==> config.mk <==
export PLATFORM = sky130hd
export DESIGN_NAME = coin_acceptor
export DESIGN_NICKNAME = d
export VERILOG_FILES = /design/src/rtl/coin_acceptor.sv
export SDC_FILE = /design/constraint.sdc
export NUM_CORES = 1
export LEC_CHECK = 0
export ABC_AREA = 0
export CAP_MARGIN = 0
export CORE_ASPECT_RATIO = 1.5
export CORE_MARGIN = 4
export CORE_UTILIZATION = 30
export DETAILED_ROUTE_END_ITERATION = 10
export MAX_ROUTING_LAYER = met4
export PLACE_DENSITY = 0.44
export SETUP_SLACK_MARGIN = 0.1
export SYNTH_ARGS = -nofsm -noshare
export SYNTH_HDL_FRONTEND = slang
export SYNTH_SLANG_ARGS = --single-unit
==> constraint.sdc <==
create_clock -name clk -period 3.9 [get_ports clk]
set_clock_uncertainty 0.2 [all_clocks]
set_input_delay 0.78 -clock clk [delete_from_list [all_inputs] [get_ports clk]]
set_output_delay 0.78 -clock clk [all_outputs]
set_load 0.01 [all_outputs]
==> src/rtl/coin_acceptor.sv <==
// Coin acceptor front end. Synchronizes and debounces the two raw coin
// sensors and emits a one-cycle coin code per qualified coin. A coin that
// stays in the slot too long, or both sensors active together, is a jam.
//
// state    | meaning
// ---------+---------------------------------------------------------------
// IDLE     | slot empty, waiting for a sensor to go high
// QUAL     | sensor high, counting consecutive samples to qualify the press
// WAIT_REL | coin accepted, waiting for both sensors to stay low
// JAM      | double sensor or stuck coin; wait for a clean low run
module coin_acceptor #(
   parameter int DEBOUNCE_CYCLES = 4,
   parameter int HOLD_MAX        = 64
) (
   input  logic       clk,
   input  logic       rst,
   input  logic       sense5,
   input  logic       sense10,
   output logic [1:0] coin,
   output logic       jam,
   output logic [7:0] coin_cnt
);

   localparam logic [1:0] IDLE     = 2'd0;
   localparam logic [1:0] QUAL     = 2'd1;
   localparam logic [1:0] WAIT_REL = 2'd2;
   localparam logic [1:0] JAM      = 2'd3;

   // Channel encoding doubles as the coin code, so {s10, s5} maps directly.
   localparam logic [1:0] CH_NONE  = 2'b00;
   localparam logic [1:0] CH_5     = 2'b01;
   localparam logic [1:0] CH_BOTH  = 2'b11;

   localparam logic [15:0] DEB16  = 16'(DEBOUNCE_CYCLES);
   localparam logic [15:0] HOLD16 = 16'(HOLD_MAX);
   localparam logic [7:0]  DEB8   = 8'(DEBOUNCE_CYCLES);

   logic [1:0]  sync5, sync10;
   logic        s5, s10;
   logic [1:0]  state, state_nx;
   logic [1:0]  ch, ch_nx;
   logic [15:0] cnt, cnt_nx;
   logic [7:0]  lowcnt, lowcnt_nx;
   logic        accept;
   logic        line, none, both;

   // Two-flop synchronizers for the asynchronous sensor inputs.
   always_ff @(posedge clk or negedge rst) begin
      if (!rst) begin
         sync5  <= 2'b00;
         sync10 <= 2'b00;
      end else begin
         sync5  <= {sync5[0], sense5};
         sync10 <= {sync10[0], sense10};
      end
   end

   assign s5   = sync5[1];
   assign s10  = sync10[1];
   assign none = !s5 && !s10;
   assign both = s5 && s10;
   assign line = (ch == CH_5) ? s5 : s10;

   // Next-state logic; cnt is the debounce/hold counter, lowcnt the release run.
   always_comb begin
      state_nx  = state;
      ch_nx     = ch;
      cnt_nx    = cnt;
      lowcnt_nx = lowcnt;
      accept    = 1'b0;
      case (state)
         IDLE: begin
            if (!none) begin
               state_nx = QUAL;
               ch_nx    = {s10, s5};
               cnt_nx   = 16'd1;
            end
         end
         QUAL: begin
            if (ch == CH_BOTH) begin
               if (both) begin
                  if (cnt + 16'd1 == DEB16) begin
                     state_nx  = JAM;
                     ch_nx     = CH_NONE;
                     cnt_nx    = 16'd0;
                     lowcnt_nx = 8'd0;
                  end else begin
                     cnt_nx = cnt + 16'd1;
                  end
               end else if (none) begin
                  state_nx = IDLE;
                  ch_nx    = CH_NONE;
                  cnt_nx   = 16'd0;
               end else begin
                  ch_nx  = {s10, s5};
                  cnt_nx = 16'd1;
               end
            end else begin
               if (both) begin
                  ch_nx  = CH_BOTH;
                  cnt_nx = 16'd1;
               end else if (!line) begin
                  // Too short to be a coin: drop it silently.
                  state_nx = IDLE;
                  ch_nx    = CH_NONE;
                  cnt_nx   = 16'd0;
               end else if (cnt + 16'd1 == DEB16) begin
                  state_nx  = WAIT_REL;
                  cnt_nx    = 16'd0;
                  lowcnt_nx = 8'd0;
                  accept    = 1'b1;
               end else begin
                  cnt_nx = cnt + 16'd1;
               end
            end
         end
         WAIT_REL: begin
            if (none) begin
               if (lowcnt + 8'd1 == DEB8) begin
                  state_nx  = IDLE;
                  ch_nx     = CH_NONE;
                  cnt_nx    = 16'd0;
                  lowcnt_nx = 8'd0;
               end else begin
                  lowcnt_nx = lowcnt + 8'd1;
               end
            end else begin
               lowcnt_nx = 8'd0;
               if (line) begin
                  if (cnt + 16'd1 == HOLD16) begin
                     state_nx = JAM;
                     ch_nx    = CH_NONE;
                     cnt_nx   = 16'd0;
                  end else begin
                     cnt_nx = cnt + 16'd1;
                  end
               end
            end
         end
         JAM: begin
            if (none) begin
               if (lowcnt + 8'd1 == DEB8) begin
                  state_nx  = IDLE;
                  lowcnt_nx = 8'd0;
               end else begin
                  lowcnt_nx = lowcnt + 8'd1;
               end
            end else begin
               lowcnt_nx = 8'd0;
            end
         end
         default: begin
            state_nx  = IDLE;
            ch_nx     = CH_NONE;
            cnt_nx    = 16'd0;
            lowcnt_nx = 8'd0;
         end
      endcase
   end

   // State, counters and registered outputs.
   always_ff @(posedge clk or negedge rst) begin
      if (!rst) begin
         state    <= IDLE;
         ch       <= CH_NONE;
         cnt      <= 16'd0;
         lowcnt   <= 8'd0;
         coin     <= 2'b00;
         jam      <= 1'b0;
         coin_cnt <= 8'd0;
      end else begin
         state    <= state_nx;
         ch       <= ch_nx;
         cnt      <= cnt_nx;
         lowcnt   <= lowcnt_nx;
         coin     <= accept ? ch : 2'b00;
         jam      <= (state_nx == JAM);
         coin_cnt <= coin_cnt + {7'd0, accept};
      end
   end

endmodule

# Yosys cells after proc, flatten, opt, wreduce, memory -nomap -nowiden
# Cells that the tools add are included.
dict set report word_totals {
  reg_bits 43
  output_inout_bits 11
}
dict set report classes {
  n_addsub 3
  eq_ne 18
  mux 53
  n_reduce_logical 11
}
# op count
set op_table {}
lappend op_table {{two-way mux 16 bit} 10}
lappend op_table {{two-way mux 8 bit} 7}
lappend op_table {{two-way mux 2 bit} 25}
lappend op_table {{case mux 16 bit (3 select lines)} 1}
lappend op_table {{!= test 3 bit (second input constant)} 6}
lappend op_table {{adder 16 x 1 -> 16 bit (second input constant)} 1}
lappend op_table {{== test 16 x 3 -> 1 bit (second input constant)} 1}
lappend op_table {{== test 16 x 7 -> 1 bit (second input constant)} 1}
lappend op_table {{case mux 8 bit (2 select lines)} 1}
lappend op_table {{adder 8 x 1 -> 8 bit} 1}
lappend op_table {{adder 8 x 1 -> 8 bit (second input constant)} 1}
lappend op_table {{== test 2 bit (second input constant)} 4}
lappend op_table {{== test 8 x 3 -> 1 bit (second input constant)} 1}
lappend op_table {{!= test 4 bit (second input constant)} 2}
lappend op_table {{case mux 2 bit (4 select lines)} 1}
lappend op_table {{AND reduction 4 bit} 2}
lappend op_table {{two-way mux 1 bit} 7}
lappend op_table {{AND reduction 7 bit} 1}
lappend op_table {{case mux 2 bit (3 select lines)} 1}
lappend op_table {{== test 2 x 1 -> 1 bit (second input constant)} 2}
lappend op_table {{nonzero test 3 bit} 1}
lappend op_table {{logical AND 1 bit} 2}
lappend op_table {{logical NOT 1 bit} 2}
lappend op_table {{logical NOT 2 bit} 1}
lappend op_table {{other kinds (3)} 3}

# Depth between registers and ports, before layout
dict set report logic_depth {
  word_depth 8
  ltp_mapped 12
}

# Worst setup path after synthesis
# OpenSTA, ideal clock, no wires.
dict set report synth_timing {
  path_type {reg2reg}
  start {register cnt[0]}
  end {register coin_cnt[6]}
  arrival_ps 2438
  t_required_ps 3620
  path_slack_ps 1182
  stages_incl_launch_ff 13
  n_path_buf 0
  path_cell_list {dfrtp_1 > ha_1 > and3_1 > xnor2_1 > a31oi_1 > nor3_1 > nand3_1 > nor2_1 > ha_1 > ha_1 > and3_1 > nand3_1 > xnor2_1}
}
dict set report synth_via {
  elab_chain_len 8
}
# element line_no
set synth_rtl {}
lappend synth_rtl {{from (decl)} 42} ;# logic [15:0] cnt, cnt_nx;
lappend synth_rtl {{from (signal assigned)} 174} ;# cnt <= cnt_nx;
lappend synth_rtl {{adder 16 x 1 -> 16 bit} 107} ;# end else if (cnt + 16'd1 == DEB16) begin
lappend synth_rtl {{== test 16 x 3 -> 1 bit} 107}
lappend synth_rtl {{two-way mux 1 bit} 107}
lappend synth_rtl {{two-way mux 1 bit} 102} ;# end else if (!line) begin
lappend synth_rtl {{two-way mux 1 bit} 99} ;# if (both) begin
lappend synth_rtl {{two-way mux 1 bit} 80} ;# if (ch == CH_BOTH) begin
lappend synth_rtl {{two-way mux 1 bit} 71} ;# case (state)
lappend synth_rtl {{adder 8 x 1 -> 8 bit} 178} ;# coin_cnt <= coin_cnt + {7'd0, accept};
lappend synth_rtl {{to (signal assigned)} 178}
lappend synth_rtl {{to (decl)} 21} ;# output logic [7:0] coin_cnt
# Every way passes these cells.
# A chain may end at the register's enable or synchronous reset.

# Worst setup path after layout
dict set report layout_timing {
  start {register cnt[2]}
  end {register coin_cnt[6]}
}
# Same word-level chain as after synthesis.

==> impl_metrics.yaml <==
yosys:
  syn-num-nets: 326
  synth-simple-area-share_pct: 26.5
  synth.area.mux_share_pct: 3.26
  synth_compound_area_share_pct: 18.9
  ys.flop_type: "dfrtp_1"
  synth_cells: 312
  post_synth.cell_area_avg_um2: 8.99
  syn_area_mm2: 0.00280
  ys_seq_area_share_pct: 38.4
  yosysTopAreaCellShare_pct: 38.4
  ys_warn_count: 0
  synth-seq-cells: 43
  ys_top_cells_by_area: "dfrtp_1 (38%), a31oi_1 (4.5%), ha_1 (4.5%)"
  ys_async_sr_fraction_pct: 100
  synth_cell_types: 56
  synth_top_family_by_area: "simple AND/OR/NAND/NOR gates"
  yosys.area_share.xor_xnor_pct: 3.75
  synth_fa_ha_area_share_pct: 4.82
  yosys.area.top_type: "dfrtp_1"
  synth_edf_count: 0
outcome:
  status: "finished clean"
power_and_ir_drop:
  power_density_mw_per_mm2: 469
  p_leak_uw: 0.00137
  p_total_uw: 1500
  vdd_ir_drop_max_mv: 0.174
route:
  antenna_left: 0
  drt-initial-drc-count: 163
  vias: 2327
  via_per_inst: 5.39
  wl_per_cell_um: 16.2
  wirelength_um: 7000
  drc_errors: 0
  drt_pre_antenna_iters: 6
timing:
  clock.fmax_ghz: 0.312
  rsz0062_at_grt: "false"
  post-route-min-period_ps: 3210
  finalHoldViolCount: 0
  tightest_slew_ps: 1010
  slew_viol_final: 0
  setup_viol: 0
  final.setup.tns_ps: 0
  setup_slack_ps: 694
  slew_headroom_pct: 32.5
  finalCritPeriodShare_pct: 82.2
floorplanning:
  dieArea_mm2: 0.0110
  start_util_pct: 30.5
  die_w_um: 86.9
  rows: 43
  design.core.area_mm2: 0.00920
  io_pins: 15
  die_y_um: 126
worst_setup_path:
  r2r_start: "cnt[2]"
  reg2reg_depth: 11
  crit_type: "reg2reg"
  start_kind: "flop"
  critPathTopFamily: "simple AND/OR/NAND/NOR gates"
  end_kind: "flop"
  critPathMaxFanout: 10
  critPathBufInv: 0
  r2r_end: "coin_cnt[6]"
  max_stage_delay_ps: 530
  crit_start: "cnt[2]"
  cp.required_ps: 3880
  cp_cell_sequence: "nand3_4 > nor4_4 > xor2_1 > nor3_1 > nand3_1 > nor2_1 > ha_1 > ha_1 > and3_1 > nand3_1 > xnor2_1"
  critPathArrivalTime_ps: 3180
  rrSetupSlack_ps: 690
  cp_slowest_cell: "dfrtp_1"
min_path:
  hold_end: "sync10[1]"
  hp-class: "reg2reg"
  hold_start: "sync10[0]"
  hold_depth: 0
cts:
  cts_setup_buffers: 0
  path_clk_slew_ps: 70
  cts_buffers: 5
  ctsHtreeMaxLevel: 2
  clkLatencyLatePin_ps: 290
  cts_resized: 0
  cts_tree: "done"
  cts-hold-fix-buffers: 0
  clk_path_buf_depth: 2
  cts.sinks: 43
  cts_root_buf: "clkbuf_16"
placed_design:
  pre_cts_slack_ps: 701
  dpl.hpwl_um: 5060
  io_buffers: 14
  gp_congestion: 0.794
  placedCellCount: 424
global_route:
  grt_first_pass_wirelength_um: 11900
  grt_max_degree: 44
  antenna_found_initial: 0
  grt_pass1_vias: 2276
  grt-ovfl-total: 0
  grt_usage_pct: 13.9
final_layout:
  syn2layout_area_growth_pct: 13.9
  nNetsFinal: 333
  utilization_pct: 34.7
  fin_cells: 432
  drive_gt1_share_pct: 8.13
  insertedDiodeCount: 0
run:
  maxCapViolCount: 0
stage by stage:
step                hold slack, ps  area (um2)
floorplan                      131        2800
global placement               132        3020
detailed placement             143        3020
CTS                            159        3190
global route                   164        3190
finish                         153        3190
registers in the layout, summed over array words and instances (netlist names):
signal	count
cnt	16
coin_cnt	8
lowcnt	8
ch	2
coin	2
state	2
sync10	2
sync5	2
jam	1
worst max path at each step:
stage	to	slack (ps)	cells after the start
final	coin_cnt[6]	690	11
after global placement	coin_cnt[6]	730	11
after global routing	coin_cnt[6]	350	11
after detailed placement	coin_cnt[6]	700	11
after CTS	coin_cnt[6]	680	11
after floorplan	coin_cnt[6]	1180	12
synthesized netlist by cell type, drive strengths merged (4+ instances only):
cell,n
xnor2,6
or2,4
clkbuf,9
mux2i,8
nor4,4
and3,7
nor3,12
a21oi,18
nor3b,5
dfrtp,43
and2,4
xor2,6
ha,10
nand2b,5
a31oi,21
inv,14
buf,7
nand4,6
nand2,24
nor2,23
nand3,16
o21ai,18
power breakdown:
group | switching [uW] | total, uW | internal, uW
Sequential | 73.5 | 560 | 487
Clock | 184 | 486 | 302
Combinational | 275 | 453 | 177
placed cells by master, fill, tap and decap left out, types with 3 or more instances in the layout:
cell type | netlist | routed
dfrtp_1 | 43 | 43
nand2_1 | 24 | 24
nor2_1 | 23 | 23
a31oi_1 | 20 | 20
o21ai_0 | 18 | 18
a21oi_1 | 18 | 18
nand3_1 | 15 | 15
inv_1 | 14 | 14
clkdlybuf4s50_1 | 0 | 13
nor3_1 | 12 | 12
ha_1 | 10 | 10
mux2i_1 | 8 | 8
and3_1 | 7 | 7
xor2_1 | 6 | 6
xnor2_1 | 6 | 6
nand4_1 | 5 | 5
nor3b_1 | 5 | 5
nand2b_1 | 5 | 5
clkbuf_16 | 0 | 5
or2_2 | 4 | 4
and2_1 | 4 | 4
nor4_4 | 3 | 3
nor2b_1 | 3 | 3
a22o_1 | 3 | 3
a41oi_1 | 3 | 3
per-layer routing:
layer | up-vias | routed length (um) | global-route usage (%) | part of all wire (%)
met4 | 0 | 125 | 4.77 | 1.8
li1 | 1149 | - | - | -
met2 | 31 | 3770 | 24.4 | 54
met3 | 9 | 173 | 2.40 | 2.5
met5 | - | 0 | - | 0
met1 | 1138 | 2930 | 15.7 | 42
area by class of cell:
type                       instances  area (um2)
timing repair buffer              16         150
clock inverter                     3        43.8
sequential                        43        1080
tap                              112         140
inverter                          14        52.6
clock buffer                       5         125
fill                             945        6010
multi-input combinational        239        1610
kinds of logic after synthesis:
kind of cell    Yosys count
simple gates            126
xor+xnor                 12
mux                       9
flops                    43
compound gates           81
buf+inv                  30
fa+ha+maj                11
worst reg2reg max path, delay by kind of cell, from the launching register on:
kind,cells,cell delay [ps]
and+or+nand+nor,7,1610
DFF,1,530
adders and majority gates,2,410
xor gates and xnor gates,2,340
(Power assumes the default switching activity.)
